[src/rtl/mul.sv]
// Sequential shift-add multiply-accumulate: num = quotient*denom + remainder, one multiplier bit
// per clock. Also flags (quotient, denom, remainder) triples that no valid division could produce.
module mul #(
    parameter int unsigned N = 4
) (
    input  logic           clk,
    input  logic           rst,
    input  logic           start,
    input  logic [N-1:0]   quotient,
    input  logic [N-1:0]   denom,
    input  logic [N-1:0]   remainder,
    output logic [2*N-1:0] num,
    output logic           rdy,
    output logic           invalid
);

    localparam int unsigned CW = $clog2(N + 1);

    typedef enum logic {
        StIdle,
        StBusy
    } state_e;

    state_e         state_q, state_d;
    logic [2*N-1:0] mcand_q, mcand_d;
    logic [2*N-1:0] acc_q, acc_d;
    logic [N-1:0]   mplier_q, mplier_d;
    logic [CW-1:0]  cnt_q, cnt_d;
    logic           rdy_q, rdy_d;
    logic           invalid_q, invalid_d;

    always_comb begin
        state_d   = state_q;
        mcand_d   = mcand_q;
        acc_d     = acc_q;
        mplier_d  = mplier_q;
        cnt_d     = cnt_q;
        rdy_d     = rdy_q;
        invalid_d = invalid_q;
        case (state_q)
            StIdle: begin
                if (start) begin
                    mcand_d   = {{N{1'b0}}, denom};
                    mplier_d  = quotient;
                    acc_d     = {{N{1'b0}}, remainder};
                    cnt_d     = '0;
                    rdy_d     = 1'b0;
                    invalid_d = (denom == '0) || (remainder >= denom);
                    state_d   = StBusy;
                end
            end
            StBusy: begin
                // Max result is 2^2N - 2^N, so the 2N-bit sum cannot wrap.
                if (mplier_q[0]) begin
                    acc_d = acc_q + mcand_q;
                end
                mcand_d  = mcand_q << 1;
                mplier_d = mplier_q >> 1;
                cnt_d    = cnt_q + CW'(1);
                if (cnt_q == CW'(N - 1)) begin
                    state_d = StIdle;
                    rdy_d   = 1'b1;
                end
            end
            default: state_d = StIdle;
        endcase
    end

    always_ff @(posedge clk or posedge rst) begin
        if (rst) begin
            state_q   <= StIdle;
            mcand_q   <= '0;
            acc_q     <= '0;
            mplier_q  <= '0;
            cnt_q     <= '0;
            rdy_q     <= 1'b0;
            invalid_q <= 1'b0;
        end else begin
            state_q   <= state_d;
            mcand_q   <= mcand_d;
            acc_q     <= acc_d;
            mplier_q  <= mplier_d;
            cnt_q     <= cnt_d;
            rdy_q     <= rdy_d;
            invalid_q <= invalid_d;
        end
    end

    assign num     = acc_q;
    assign rdy     = rdy_q;
    assign invalid = invalid_q;

endmodule

[config.mk]
export PLATFORM = sky130hd
export DESIGN_NAME = mul
export DESIGN_NICKNAME = d
export VERILOG_FILES = /design/src/rtl/mul.sv
export SDC_FILE = /design/constraint.sdc
export NUM_CORES = 1
export LEC_CHECK = 0
export ABC_CLOCK_PERIOD_IN_PS = 1820
export BUFFER_PORTS_ARGS = -buffer_cell sky130_fd_sc_hd__buf_2
export CORE_ASPECT_RATIO = 1.1
export CORE_MARGIN = 4
export CORE_UTILIZATION = 34
export CTS_CLUSTER_DIAMETER = 60
export DETAILED_ROUTE_END_ITERATION = 12
export GPL_TIMING_DRIVEN = 0
export SLEW_MARGIN = 40
export SYNTH_ARGS = -nofsm -noshare
export SYNTH_HDL_FRONTEND = slang
export SYNTH_SLANG_ARGS = --single-unit
[constraint.sdc]
create_clock -name clk -period 1.82 [get_ports clk]
set_clock_uncertainty 0.1 [all_clocks]
set_input_delay 0.364 -clock clk [delete_from_list [all_inputs] [get_ports clk]]
set_output_delay 0.364 -clock clk [all_outputs]
set_load 0.02 [all_outputs]
==> metrics.md <==
| Metric | Value |
|---|---|
| Post-route cell area | 1900 um2 |
| Crit path kind | reg2reg |
| GRT Overall Usage | 13.4% |
| Type of origin of the critical path | flop |
| H-tree depth | 1 |
| Setup ws final | 23.1 ps |
| Cell Area, Placed | 1750 um2 |
| Fin. max-slew vios | 0 |
| Die width | 72.3 um |
| Inserted Clock Buffers | 3 |
| Setup violators final | 0 |
| Fin. Hold Viols | 0 |
| Vias in the first global route | 1324 |
| Util after Layout | 43.7% |
| Core Rows | 25 |
| Nets | 221 |
| Post-Syn Nets | 190 |
| Initial Utilization | 35.6% |
| Number of inserted diodes | 0 |
| Largest fanout on the critical path | 3 |
| Initial antenna violation count | 0 |
| Hold_buf cts | 0 |
| Netlist cell types | 36 |
| Die area | 5700 um2 |
| Pwr/cell area | 1530 nW/um2 |
| DP HPWL | 2.54 mm |
| Core area | 4350 um2 |
| Total number of vias | 1266 |
| Worst slew pin tran | 555 ps |
| Pin count of the biggest net entering global routing | 27 |
| RSZ-0062 raised after global routing | yes |
| Cells after DPL | 238 |
| Register area | 652 um2 |
| Initial DRC Count | 56 |
| # IOs | 25 |
| Reg clk slew, reported paths | 100 ps |
| Layout Area Growth over Synthesis | 22.7% |
| Ys async rst share | 100% |
| YS warnings | 0 |
| Overall power | 2900 uW |
| Leak | 0.000920 uW |
| Post-Route WL | 3.50 mm |
| Global-route wire length before repair | 6.14 mm |
| Fillers | 414 |
| Fmax | 557 MHz |
| Critical Path RT | 1890 ps |
| Clk_lat worst skew | 270 ps |
| Most frequent cells after synthesis | dfrtp_1, o21ai_0, nand2_1 |
| Worst ir drop on vdd | 0.657 mV |
| Final std cells w/o fill | 245 |
| Worst min-delay path class | in2async |
| TritonCTS clock tree | done |
| Clock Tree Root | clkbuf_8 |
| Clk sink count | 26 |
| Port Buf Inserts | 23 |
| Die height | 78.8 um |
| Mean Syn Cell Area | 9.61 um2 |
| Gpl congestion | 0.783 |
| Max cap viols | 0 |
| Top FF cell, synth | dfrtp_1 |
| Critical Path AT | 1860 ps |
| Post-Syn Area | 1550 um2 |
| Synth area leader | dfrtp_1 |
| Drt wl/cell | 14.3 um |
| Largest cells by area after synthesis | dfrtp_1, ha_1, mux2i_1 |
| Grt total ovfl | 0 |
| Seq cells post-synth | 26 |
| Worst Setup End Kind | flop |
| Final worst-path cycle share | 98.7% |
| Dpl ws | -63.2 ps |
| Post-route minimum period | 1800 ps |
| Via/cell ratio | 5.17 |
| Routed Antenna Nets | 0 |
| Footprint of the multi-input gates | 895 um2 |
| Cells after Synth | 161 |
| Layout cells sized above 1 | 26.7% |
| Max Root-Sink Buffers | 2 |
| DRC violations left | 0 |
| Post-synth EDFFs | 0 |
| Drt pass-1 iters | 4 |
| Count leader, synth | dfrtp_1 |
| Synth top area share | 42.0% |
| Slew headroom | 62.9% |
| Outcome | finished, final reports clean |
| Register area share after synthesis | 42.0% |
-- cells by family after synthesis --
family / count (synthesis) / share of synthesized area [%]
DFF: 26 / 42.0
muxes: 10 / 6.47
and+or+nand+nor: 47 / 14.1
buffers and inverters: 17 / 4.69
xor gates and xnor gates: 2 / 1.13
AOI/OAI and AO/OA: 45 / 19.8
adders and majority gates: 14 / 11.8
-- power breakdown --
group	switching, uW	leakage [uW]	internal [uW]	total [uW]
clock network	194	0.0000357	294	488
registers	202	0.000323	791	994
logic	777	0.000561	639	1420
total	1170	0.000920	1720	2900
-- worst max-delay path, cell delays in order, from the launching register on --
cell	delay (ps)
dfrtp_2	440
ha_4	170
inv_2	50
fa_2	200
nor2b_2	50
o31a_2	340
o21ai_2	140
a211o_1	130
nand3_1	60
-- sequential cells by signal (all words and copies together), names as in the netlist --
name,cells
rdy,1
num,8
cnt_q,3
mplier_q,4
state_q,1
mcand_q,8
invalid,1
-- repair_timing --
item                       in CTS  in global routing
buffers inserted                3                  0
setup endpoints to repair       3                  3
pin swaps                       5                  3
gates resized for setup         5                  5
-- routing by layer --
layer	wire [um]	part of all wire [%]	up-vias	track usage, %
met1	1560	44	604	16.6
met4	56	1.6	0	5.26
met5	0	0	-	0
met2	1760	50	24	22.8
met3	129	3.7	7	2.41
li1	-	-	631	-
-- final cells by class --
class / count / area share, %
Clock buffer: 3 / 2.17
Clock inverter: 1 / 1.58
Tap cell: 54 / 3.56
Sequential cell: 26 / 34.3
Multi-Input combinational cell: 118 / 47.1
Timing Repair Buffer: 26 / 7.44
Inverter: 11 / 2.17
Buffer: 6 / 1.65
-- path summary, 6_finish.rpt --
path	start	end	depth (start not counted)	slack [ps]
max in group asynchronous	rst	num[0]$_DFFE_PP0P_	2	1190
worst max register to register	num[0]$_DFFE_PP0P_	num[6]$_DFFE_PP0P_	8	20
worst max-delay path	num[0]$_DFFE_PP0P_	num[6]$_DFFE_PP0P_	8	20
min in group clk	quotient[3]	mplier_q[3]$_DFFE_PP0P_	3	250
worst min register to register	invalid$_DFFE_PP0P_	invalid$_DFFE_PP0P_	2	390
worst min-delay path	rst	mplier_q[3]$_DFFE_PP0P_	2	30
-- stage by stage --
stage | hold WS, ps | setup TNS, ps
4_1_cts | 57.4 | -11.6
6_report | 29.1 | 0
3_5_place_dp | 357 | -63.2
2_1_floorplan | 304 | 0
3_3_place_gp | 366 | -70.6
5_1_grt | 72.2 | -98.8
-- placed cells by master, fill, tap and decap left out, types with 4 or more instances in the layout --
| master | instances |
|---|---|
| dfrtp_1 | 25 |
| nand2b_1 | 7 |
| o21ai_0 | 15 |
| nand2_1 | 14 |
| ha_4 | 4 |
| buf_2 | 27 |
| inv_1 | 9 |
| nor2_1 | 13 |
| nand3_1 | 4 |
| mux2i_1 | 10 |
| ha_1 | 9 |
Power figures use the tool's default switching activity.
